File: src/rtl/persiana_multinivel.sv
// persiana_multinivel: multi-level blind controller (reloj, reset_n, auto, cmd_valid, cmd_pos, sensor, stop -> pos, motor_up, motor_dn, busy, done)
module persiana_multinivel #(
    parameter int NUM_POS  = 4,
    parameter int POS_W    = 2,
    parameter int STEP_CYC = 8,
    parameter int SENS_W   = 2
) (
    input  logic              reloj,
    input  logic              reset_n,
    input  logic              auto,
    input  logic              cmd_valid,
    input  logic [POS_W-1:0]  cmd_pos,
    input  logic [SENS_W-1:0] sensor,
    input  logic              stop,
    output logic [POS_W-1:0]  pos,
    output logic              motor_up,
    output logic              motor_dn,
    output logic              busy,
    output logic              done
);
    typedef enum logic [1:0] {IDLE, SUBIR, BAJAR, PARADA} state_t;
    localparam logic [POS_W-1:0] MAXP  = POS_W'(NUM_POS - 1);
    localparam logic [7:0]       TLAST = 8'(STEP_CYC - 1);
    state_t           state;
    logic [POS_W-1:0] target, cmd_c, sens_c, tgt_n, pos_s;
    logic [7:0]       timer;
    always_comb begin
        cmd_c    = cmd_pos > MAXP ? MAXP : cmd_pos;
        sens_c   = 32'(sensor) > 32'(NUM_POS - 1) ? MAXP : POS_W'(sensor);
        tgt_n    = cmd_valid ? cmd_c : (state == IDLE && auto) ? MAXP - sens_c : target;
        pos_s    = state == SUBIR ? pos + 1'b1 : pos - 1'b1;
        motor_up = state == SUBIR;
        motor_dn = state == BAJAR;
        busy     = motor_up | motor_dn;
    end
    always_ff @(posedge reloj or negedge reset_n) begin
        if (!reset_n) begin
            state  <= IDLE;
            pos    <= '0;
            target <= '0;
            timer  <= '0;
            done   <= 1'b0;
        end else begin
            done <= 1'b0;
            if (stop) begin
                state <= PARADA;
                timer <= '0;
            end else if (state == PARADA) begin
                state <= IDLE;
            end else begin
                target <= tgt_n;
                if (state == IDLE) begin
                    state <= tgt_n > pos ? SUBIR : tgt_n < pos ? BAJAR : IDLE;
                end else if (tgt_n == pos) begin
                    state <= IDLE;
                    timer <= '0;
                    done  <= 1'b1;
                end else if ((state == SUBIR) != (tgt_n > pos)) begin
                    state <= IDLE;
                    timer <= '0;
                end else if (timer == TLAST) begin
                    pos   <= pos_s;
                    timer <= '0;
                    if (pos_s == tgt_n) begin
                        state <= IDLE;
                        done  <= 1'b1;
                    end
                end else begin
                    timer <= timer + 8'd1;
                end
            end
        end
    end
endmodule

File: config.mk
export PLATFORM = sky130hd
export DESIGN_NAME = persiana_multinivel
export DESIGN_NICKNAME = d
export VERILOG_FILES = /design/src/rtl/persiana_multinivel.sv
export SDC_FILE = /design/constraint.sdc
export NUM_CORES = 1
export LEC_CHECK = 0
export ABC_AREA = 1
export BUFFER_PORTS_ARGS = -buffer_cell sky130_fd_sc_hd__buf_2
export CAP_MARGIN = 20
export CELL_PAD_IN_SITES_DETAIL_PLACEMENT = 1
export CELL_PAD_IN_SITES_GLOBAL_PLACEMENT = 1
export CORE_ASPECT_RATIO = 0.6
export CORE_MARGIN = 2
export CORE_UTILIZATION = 30
export CTS_BUF_LIST = sky130_fd_sc_hd__clkbuf_4 sky130_fd_sc_hd__clkbuf_8 sky130_fd_sc_hd__clkbuf_16
export DETAILED_ROUTE_END_ITERATION = 6
export GPL_ROUTABILITY_DRIVEN = 0
export PLACE_DENSITY = 0.62
export RECOVER_POWER = 50
export SLEW_MARGIN = 5
export SYNTH_ARGS = -nofsm -noshare
export SYNTH_HDL_FRONTEND = slang
export SYNTH_SLANG_ARGS = --single-unit
File: constraint.sdc
create_clock -name reloj -period 2.2 [get_ports reloj]
set_clock_uncertainty 0.1 [all_clocks]
set_input_delay 0.33 -clock reloj [delete_from_list [all_inputs] [get_ports reloj]]
set_output_delay 0.33 -clock reloj [all_outputs]
set_load 0.03 [all_outputs]
-- Yosys cells after proc, flatten, opt, wreduce, memory -nomap -nowiden
Index checks and enable logic that the tools add are counted.
- add/subtract/negate cells: 4
- magnitude comparators: 3
- equality and inequality tests: 9
- mux-type cells: 26
- bitwise gates (word level): 6
- reductions and logical operators: 8
- operator list (kind ; count):
    8-bit 2-to-1 mux ; 6
    2-bit 2-to-1 mux ; 13
    6-bit nonzero test ; 2
    8-bit by 1-bit adder with 8-bit output, second input constant ; 1
    8-bit by 3-bit equality test with 1-bit output, second input constant ; 1
    1-bit 2-to-1 mux ; 7
    2-bit AND reduction ; 3
    6-bit AND reduction ; 1
    1-bit inverter ; 5
    2-bit equality test ; 2
    2-bit equality test, second input constant ; 2
    2-bit inequality test, second input constant ; 2
    2-bit by 1-bit adder with 2-bit output, second input constant ; 1
    2-bit by 1-bit equality test with 1-bit output, second input constant ; 1
    2-bit > comparator ; 1
    2-bit > comparator, second input constant ; 1
    2-bit logical NOT ; 1
    2-bit < comparator ; 1
    2-bit by 1-bit subtractor with 2-bit output, second input constant ; 1
    2-bit subtractor, first input constant ; 1
    1-bit logical AND ; 1
    1-bit inequality test ; 1
    1-bit bitwise OR ; 1
- register bits after elaboration: 15
- output and inout bits: 6

-- Longest topological paths before layout
Gate-level depths: netlist of the first run.
- word-level depth: 12
- mapped depth: 17
- gate-level depth less buffers: 17

-- Worst setup path after synthesis of the first run
OpenSTA, ideal clock, no wires.
- path kind: register -> register
- from: reg state[0]
- to: reg timer[6]
- library setup time: 0.083 ns
- arrival: 2.028 ns
- required time: 2.017 ns
- slack: -0.010 ns
- cell stages (with the launch flop): 15
- path buffers: 0
- cells stage by stage: dfrtp_1 > inv_1 > ha_1 > nand2_1 > a21oi_1 > o21ai_0 > o21ai_0 > ha_1 > nand2_1 > nand3_1 > nand2_1 > nand2_1 > nor2_4 > nand3_1 > o21ai_0
- cells in the longest elaborated chain, start to end: 11
- elaborated cells between the ends (all ways): 17
- those cells by class: order compare (1); eq/ne (6); mux (7); reduce/logical (3)
- RTL lines (item ; line ; text):
    start, declared ; 24 ; state_t state;
    start signal, assigned ; 53 ; state <= tgt_n > pos ? SUBIR : tgt_n < pos ? BAJAR : IDLE;
    2-bit logical NOT ; 30, 52 ;
    1-bit logical AND ; 30 ; tgt_n = cmd_valid ? cmd_c : (state == IDLE && auto) ? MAXP - sens_c : target;
    2-bit 2-to-1 mux (2 in series) ; 30 ;
    2-bit > comparator ; 58 ; end else if ((state == SUBIR) != (tgt_n > pos)) begin
    1-bit inequality test ; 58 ;
    8-bit 2-to-1 mux ; 58 ;
    8-bit 2-to-1 mux ; 54 ; end else if (tgt_n == pos) begin
    8-bit 2-to-1 mux ; 52 ; if (state == IDLE) begin
    8-bit 2-to-1 mux ; 48 ; end else if (state == PARADA) begin
    8-bit 2-to-1 mux ; 45 ; if (stop) begin
    end signal, assigned ; 69 ; timer <= timer + 8'd1;
    end, declared ; 26 ; logic [7:0] timer;
Several ways; a longest one is shown, not always the timed one. The select of a mux whose other input is x is not followed.
A chain may end at the register's enable or synchronous reset.

-- Worst setup path in the final report of the first run
- from: reg state[0]
- to: reg timer[0]
The elaborated chain is that of the path after synthesis.

==> metrics.yaml, run 1 <==
report.power.total_uw: 902.0
fin_nets: 202
ctsHtreeMaxLevel: 1
synth_edf_count: 0
worst_ep_required_time_ps: 2270
dp_hpwl_mm: 2.339
clockPowerShare_pct: 27.3
synth_area_leaders: "dfrtp_1, nand2_1, ha_1, nand3_1, inv_1"
first_global_vias: 1105
slew_headroom_pct: 41.74
fmax_mhz: 448.9
intPower_uw: 593.7
p_leak_uw: 0.0007680
swShare_pct: 34.18
critical_path_class: "reg -> reg"
design_area_um2: 1603
synth_top_area_cell: "dfrtp_1"
place_area_um2: 1250
fillCellCount: 410
grt_overflow: 0
reg2reg_slack_ps: -30
yosys-top-cells-count: "nand2_1, inv_1, nand3_1, dfrtp_1, o21ai_0"
portBuffers: 14
cts_tree: "built"
ys.warnings.count: 0
synthArstFlopShare_pct: 100.0
fp.dieH_um: 49.58
rsz0062_at_grt: "yes"
wl_per_cell_um: 14.61
pre_cts_ws_ps: -255.9
yosysSeqAreaShare_pct: 36.14
cp-end-kind: "flop"
die_w_um: 79.96
fin_crit_ps: 2228
violations: "negative setup slack"
clock_path_buffers: 2
synth_seq_cells: 15
status: "finished, violations left"
clock-sinks: 15
timing.final.ws_setup_ps: -27.51
grt_max_degree: 16
synth_area_um2: 1038
track_usage_pct: 17.80
p_comb_share_pct: 39.4
syn_avg_cell_area_um2: 7.365
fin_hold_ws_ps: 235.2
arrival_ps: 2300
synth_top_area_share_pct: 36.14
viasPerCell: 4.700
synthFlopType: "dfrtp_1"
antenna_found_initial: 0
drc: 0
grt_pass1_wl_mm: 5.313
synth_cell_type_count: 19
area_delta_synth_final_pct: 54.34
initial_core_util_pct: 31.63
cp-start-kind: "flop"
worstRegToRegCells: 17
synth_most_common_cell: "nand2_1"
drive_above_1_share_pct: 45.41
hold_end: "state[1]"
final_hold_viol_count: 0
num_antenna_cells: 0
cts_buffers: 3
die_area_um2: 3964
cts_root_buf: "clkbuf_8"
clkTransAtPathRegs_ps: 70
finalWirelength_mm: 3.360
clock_latency_ps: 250
io_pins: 15
synthCells: 141
antenna_left: 0
setup_viol: 8
hold_class: "in -> reg"
cp_max_fo: 7
worst_slew_pin_slew_ps: 873.9
min_period_over_period_pct: 101.3
holdCritStartpoint: "stop"
rows: 16
drt-pass1-iter-count: 4
drt_iter0_markers: 62
peakVddDrop_v: 0.0002760
dr_total_vias: 1081
reg2reg_from: "state[0]"
syn_nets: 157
drv_cap: 0
power.density_nw_per_um2: 562.8
finalMaxSlewViolations: 0
switching_power_uw: 308.3
core_um2: 3283
rr_endpoint: "timer[0]"
whs_path_depth: 3
p_seq_share_pct: 33.3
[routing by layer]
layer / routed length [um] / track usage (%)
met2: 1492 / 27.78
met1: 1725 / 24.86
met5: 0 / 0
met4: 37 / 2.542
met3: 105 / 5.495
[logic make-up after synthesis]
kind of cell    after synthesis  synth area share, %
simple gates                 75                36.03
buf+inv                      22                7.952
compound gates               20                9.759
flops                        15                36.14
fa+ha+maj                     7                8.433
xor+xnor                      2                1.687
[cell usage in the layout (no fill, tap or decap), drive strengths merged]
| cell | count |
|---|---|
| buf | 38 |
| nand2 | 37 |
| inv | 22 |
| nand3 | 19 |
| dfrtp | 15 |
| o21ai | 12 |
| nor2 | 10 |
| a21oi | 7 |
| ha | 7 |
| clkbuf | 5 |
| nand4 | 3 |
| nor3 | 3 |
| or2 | 2 |
| xnor2 | 1 |
| o22ai | 1 |
| nand3b | 1 |
| xor2 | 1 |
| dlygate4sd3 | 1 |
[flip-flops by register name, indices dropped and copies added (netlist names)]
name and count:
pos 2, target 2, state 2, done 1
timer 8
[layout make-up]
type	instances	area, um^2	share of cell area, %
Timing Repair Buffer	40	285.3	17.80
Clock buffer	4	48.80	3.044
Multi-Input combinational cell	104	754.5	47.07
Inverter	22	82.58	5.152
Tap cell	45	56.30	3.513
Sequential cell	15	375.4	23.42
[power by group through the flow]
stage	clock [uW]	sequential (uW)	combinational [uW]
final	246	301	355
after detailed placement	0	305	220
after global placement	0	303	216
after CTS	250	301	295
after floorplan	0	307	127
after global routing	269	303	387
[worst max path at each step]
stage / from / to / slack, ps / cells after the start
global route: state[0] / timer[1] / -150 / 17
CTS: state[1] / timer[6] / -10 / 14
detailed placement: state[1] / timer[5] / -260 / 14
floorplan: state[0] / timer[6] / 6 / 14
global placement: state[0] / timer[6] / -100 / 14
finish: state[0] / timer[0] / -30 / 17
[metrics by stage]
stage	util, %	setup TNS [ps]	cells
5_1_grt	48.82	-1268	230
4_1_cts	44.78	-37.30	227
6_report	48.82	-110.2	230
3_3_place_gp	38.07	-728.0	211
2_1_floorplan	-	0	141
3_5_place_dp	38.07	-2333	211
[critical path: stages, from the launching register on]
cell and delay (ps):
dfrtp_1 390, inv_2 90, ha_4 160, nand2_4 70, a21oi_2 160, o21ai_2 80
o21ai_2 100, ha_4 170, inv_2 30, nand2_2 60, nand2_4 60, nand2_2 70
nand2_2 60, nand2_4 80, nand2_4 60, nor2_4 210, nand2_1 80, o21ai_1 90
[repair_timing]
action,4_1_cts,5_1_grt
gates resized for setup,24,28
hold buffers,1,0
pin swaps,11,14
setup endpoints to repair,13,13
setup buffers,11,3
hold endpoints to repair,15,0
gates cloned,0,0
No activity file was read; power rests on OpenSTA's default activity.
==> inputs of run 2 (changes only) <==
--- a/config.mk
+++ b/config.mk
@@ -11,13 +11,13 @@
 export CELL_PAD_IN_SITES_DETAIL_PLACEMENT = 1
 export CELL_PAD_IN_SITES_GLOBAL_PLACEMENT = 1
 export CORE_ASPECT_RATIO = 0.6
-export CORE_MARGIN = 2
+export CORE_MARGIN = 3
 export CORE_UTILIZATION = 30
 export CTS_BUF_LIST = sky130_fd_sc_hd__clkbuf_4 sky130_fd_sc_hd__clkbuf_8 sky130_fd_sc_hd__clkbuf_16
 export DETAILED_ROUTE_END_ITERATION = 6
 export GPL_ROUTABILITY_DRIVEN = 0
 export PLACE_DENSITY = 0.62
-export RECOVER_POWER = 50
+export RECOVER_POWER = 25
 export SLEW_MARGIN = 5
 export SYNTH_ARGS = -nofsm -noshare
 export SYNTH_HDL_FRONTEND = slang
==> run 2 against run 1 <==
  * The run still ends with negative setup slack left
  * Die area increased by 6.6%
  * Non-clock buffer count decreased by 1
  * Final cell count decreased by 1.7%
  * Utilization increased by 1.5 points
  * Largest cell class unchanged
==> metrics.yaml, run 2 (synthesis results as in run 1) <==
worst_slew_pin_slew_ps: 911.7  # +37.72 ps
drive_above_1_share_pct: 42.39  # -3.0 points
largest_reg_flops: 8  # unchanged
clock_path_buffers: 2  # unchanged
setup_viol: 12  # +4
drv_cap: 0  # unchanged
largest-register: "timer"
initial_core_util_pct: 33.74  # +2.1 points
final_hold_viol_count: 0  # unchanged
fillCellCount: 383  # -6.6%
violations: "negative setup slack"
track_usage_pct: 18.13  # +0.33 points
layout_commonest_cell: "nand2_1"
dp_hpwl_mm: 2.427  # +3.8%
grt_overflow: 0  # unchanged
peakVddDrop_v: 0.0003258  # +18%
die_w_um: 81.96  # +2.5%
fp.dieH_um: 51.58  # +4.0%
dr_total_vias: 1130  # +4.5%
core_um2: 3078  # -6.3%
io_pins: 15  # unchanged
antenna_left: 0  # unchanged
finalWirelength_mm: 3.702  # +10%
cts_root_buf: "clkbuf_8"
cts_tree: "built"
min_period_over_period_pct: 104.5  # +3.3 points
first_global_vias: 1176  # +6.4%
fin_crit_ps: 2300  # +72.43 ps
power.density_nw_per_um2: 577.3  # +2.6%
report.power.total_uw: 893.5  # -0.94%
p_leak_uw: 0.0007515  # -2.1%
cp_max_fo: 3  # -4
portBuffers: 14  # unchanged
status: "finished, violations left"
num_antenna_cells: 0  # unchanged
reg2reg_slack_ps: -100  # -70 ps
die_area_um2: 4227  # +6.6%
regArea_um2: 375.4  # unchanged
design_area_um2: 1548  # -3.4%
multi_input_area_um2: 703.2  # -6.8%
fin_nets: 201  # -0.50%
rows: 15  # -1
grt_max_degree: 16  # unchanged
drt_iter0_markers: 51  # -18%
ctsHtreeMaxLevel: 1  # unchanged
antenna_found_initial: 0  # unchanged
cts_buffers: 3  # unchanged
drc: 0  # unchanged
rsz0062_at_grt: "yes"
place_area_um2: 1239  # -0.90%
arrival_ps: 2320  # +20 ps
hold_class: "in -> reg"
fmax_mhz: 434.8  # -3.1%
clock-sinks: 15  # unchanged
critical_path_class: "reg -> reg"
cp-end-kind: "flop"
area_delta_synth_final_pct: 49.04
finalMaxSlewViolations: 0  # unchanged
final_cell_mix: "nand2_1, inv_1, buf_4"
grt_pass1_wl_mm: 5.699  # +7.3%
clock_latency_ps: 250  # about the same
wl_per_cell_um: 16.38  # +12%
timing.final.ws_setup_ps: -99.94  # -72.43 ps
clkTransAtPathRegs_ps: 70  # about the same
drt-pass1-iter-count: 4  # unchanged
cp-start-kind: "flop"
viasPerCell: 5.000  # +6.4%
worst_ep_required_time_ps: 2220  # -50 ps
slew_headroom_pct: 39.22  # -2.5 points
[run 2: changes by cell type in the layout (fill, tap and decap cells not counted), sizes merged]
cell,before,now
buf,38,37
[run 2: metal layers]
layer  up-vias  global-route usage [%]  wire [um]
met5         -                       0          0
met4         0                   3.039         74
met3        10                   5.882        140
met2        27                   27.88       1658
met1       548                   25.16       1828
li1        545                       -          -
[run 2: what timing repair did]
item,4_1_cts,5_1_grt
setup buffers,13,3
endpoints found under the setup margin,13,14
hold buffers,1,0
hold endpoints to repair,15,0
resized for setup,20,23
pin swaps,11,16
[run 2: final timing paths]
kind / start / to / cells past startpoint
min in group asynchronous: reset_n / target[1] / 2
worst max register to register: state[1] / pos[0] / 15
max in group asynchronous: reset_n / timer[1] / 2
worst max-delay path: state[1] / pos[0] / 15
worst min-delay path: stop / state[1] / 3
worst min register to register: target[1] / target[1] / 2
[run 2: report_power, final]
part,switching (uW),total [uW],leakage (uW),internal (uW)
Combinational,195,351,0.000526,157
Clock,99.5,240,0.0000262,141
Sequential,10.1,302,0.000199,292
[run 2: area by class of cell]
| type | instances | share of cell area [%] |
|---|---|---|
| multi-input cells | 104 | 45.43 |
| flip-flops and latches | 15 | 24.25 |
| repair buffers | 39 | 18.43 |
| inverters | 22 | 5.336 |
| well taps | 42 | 3.395 |
| clock buffers | 4 | 3.153 |
[run 2: per-stage QoR]
stage | setup WS (ps) | TNS, ps | hold WS [ps] | instances | utilization [%]
CTS | -57.18 | -451.9 | 231.0 | 225 | 47.48
finish | -99.94 | -858.6 | 301.9 | 226 | 50.28
global route | -243.5 | -2768 | 305.3 | 226 | 50.28
global placement | -88.73 | -601.1 | 158.4 | 207 | 40.24
detailed placement | -197.6 | -1448 | 166.3 | 207 | 40.24
floorplan | 5.875 | 0 | -65.59 | 141 | -
[run 2: critical path, cell delays in order, from the launching register on]
cell,delay (ps)
dfrtp_1,410
inv_2,90
ha_4,150
nand3_1,130
nand3_2,120
nand2_2,80
ha_4,290
nand2_2,50
nand2_2,90
nand2_1,70
nand2_1,90
nand2_2,90
buf_4,150
nand2_2,70
nor2_4,50
xor2_1,130
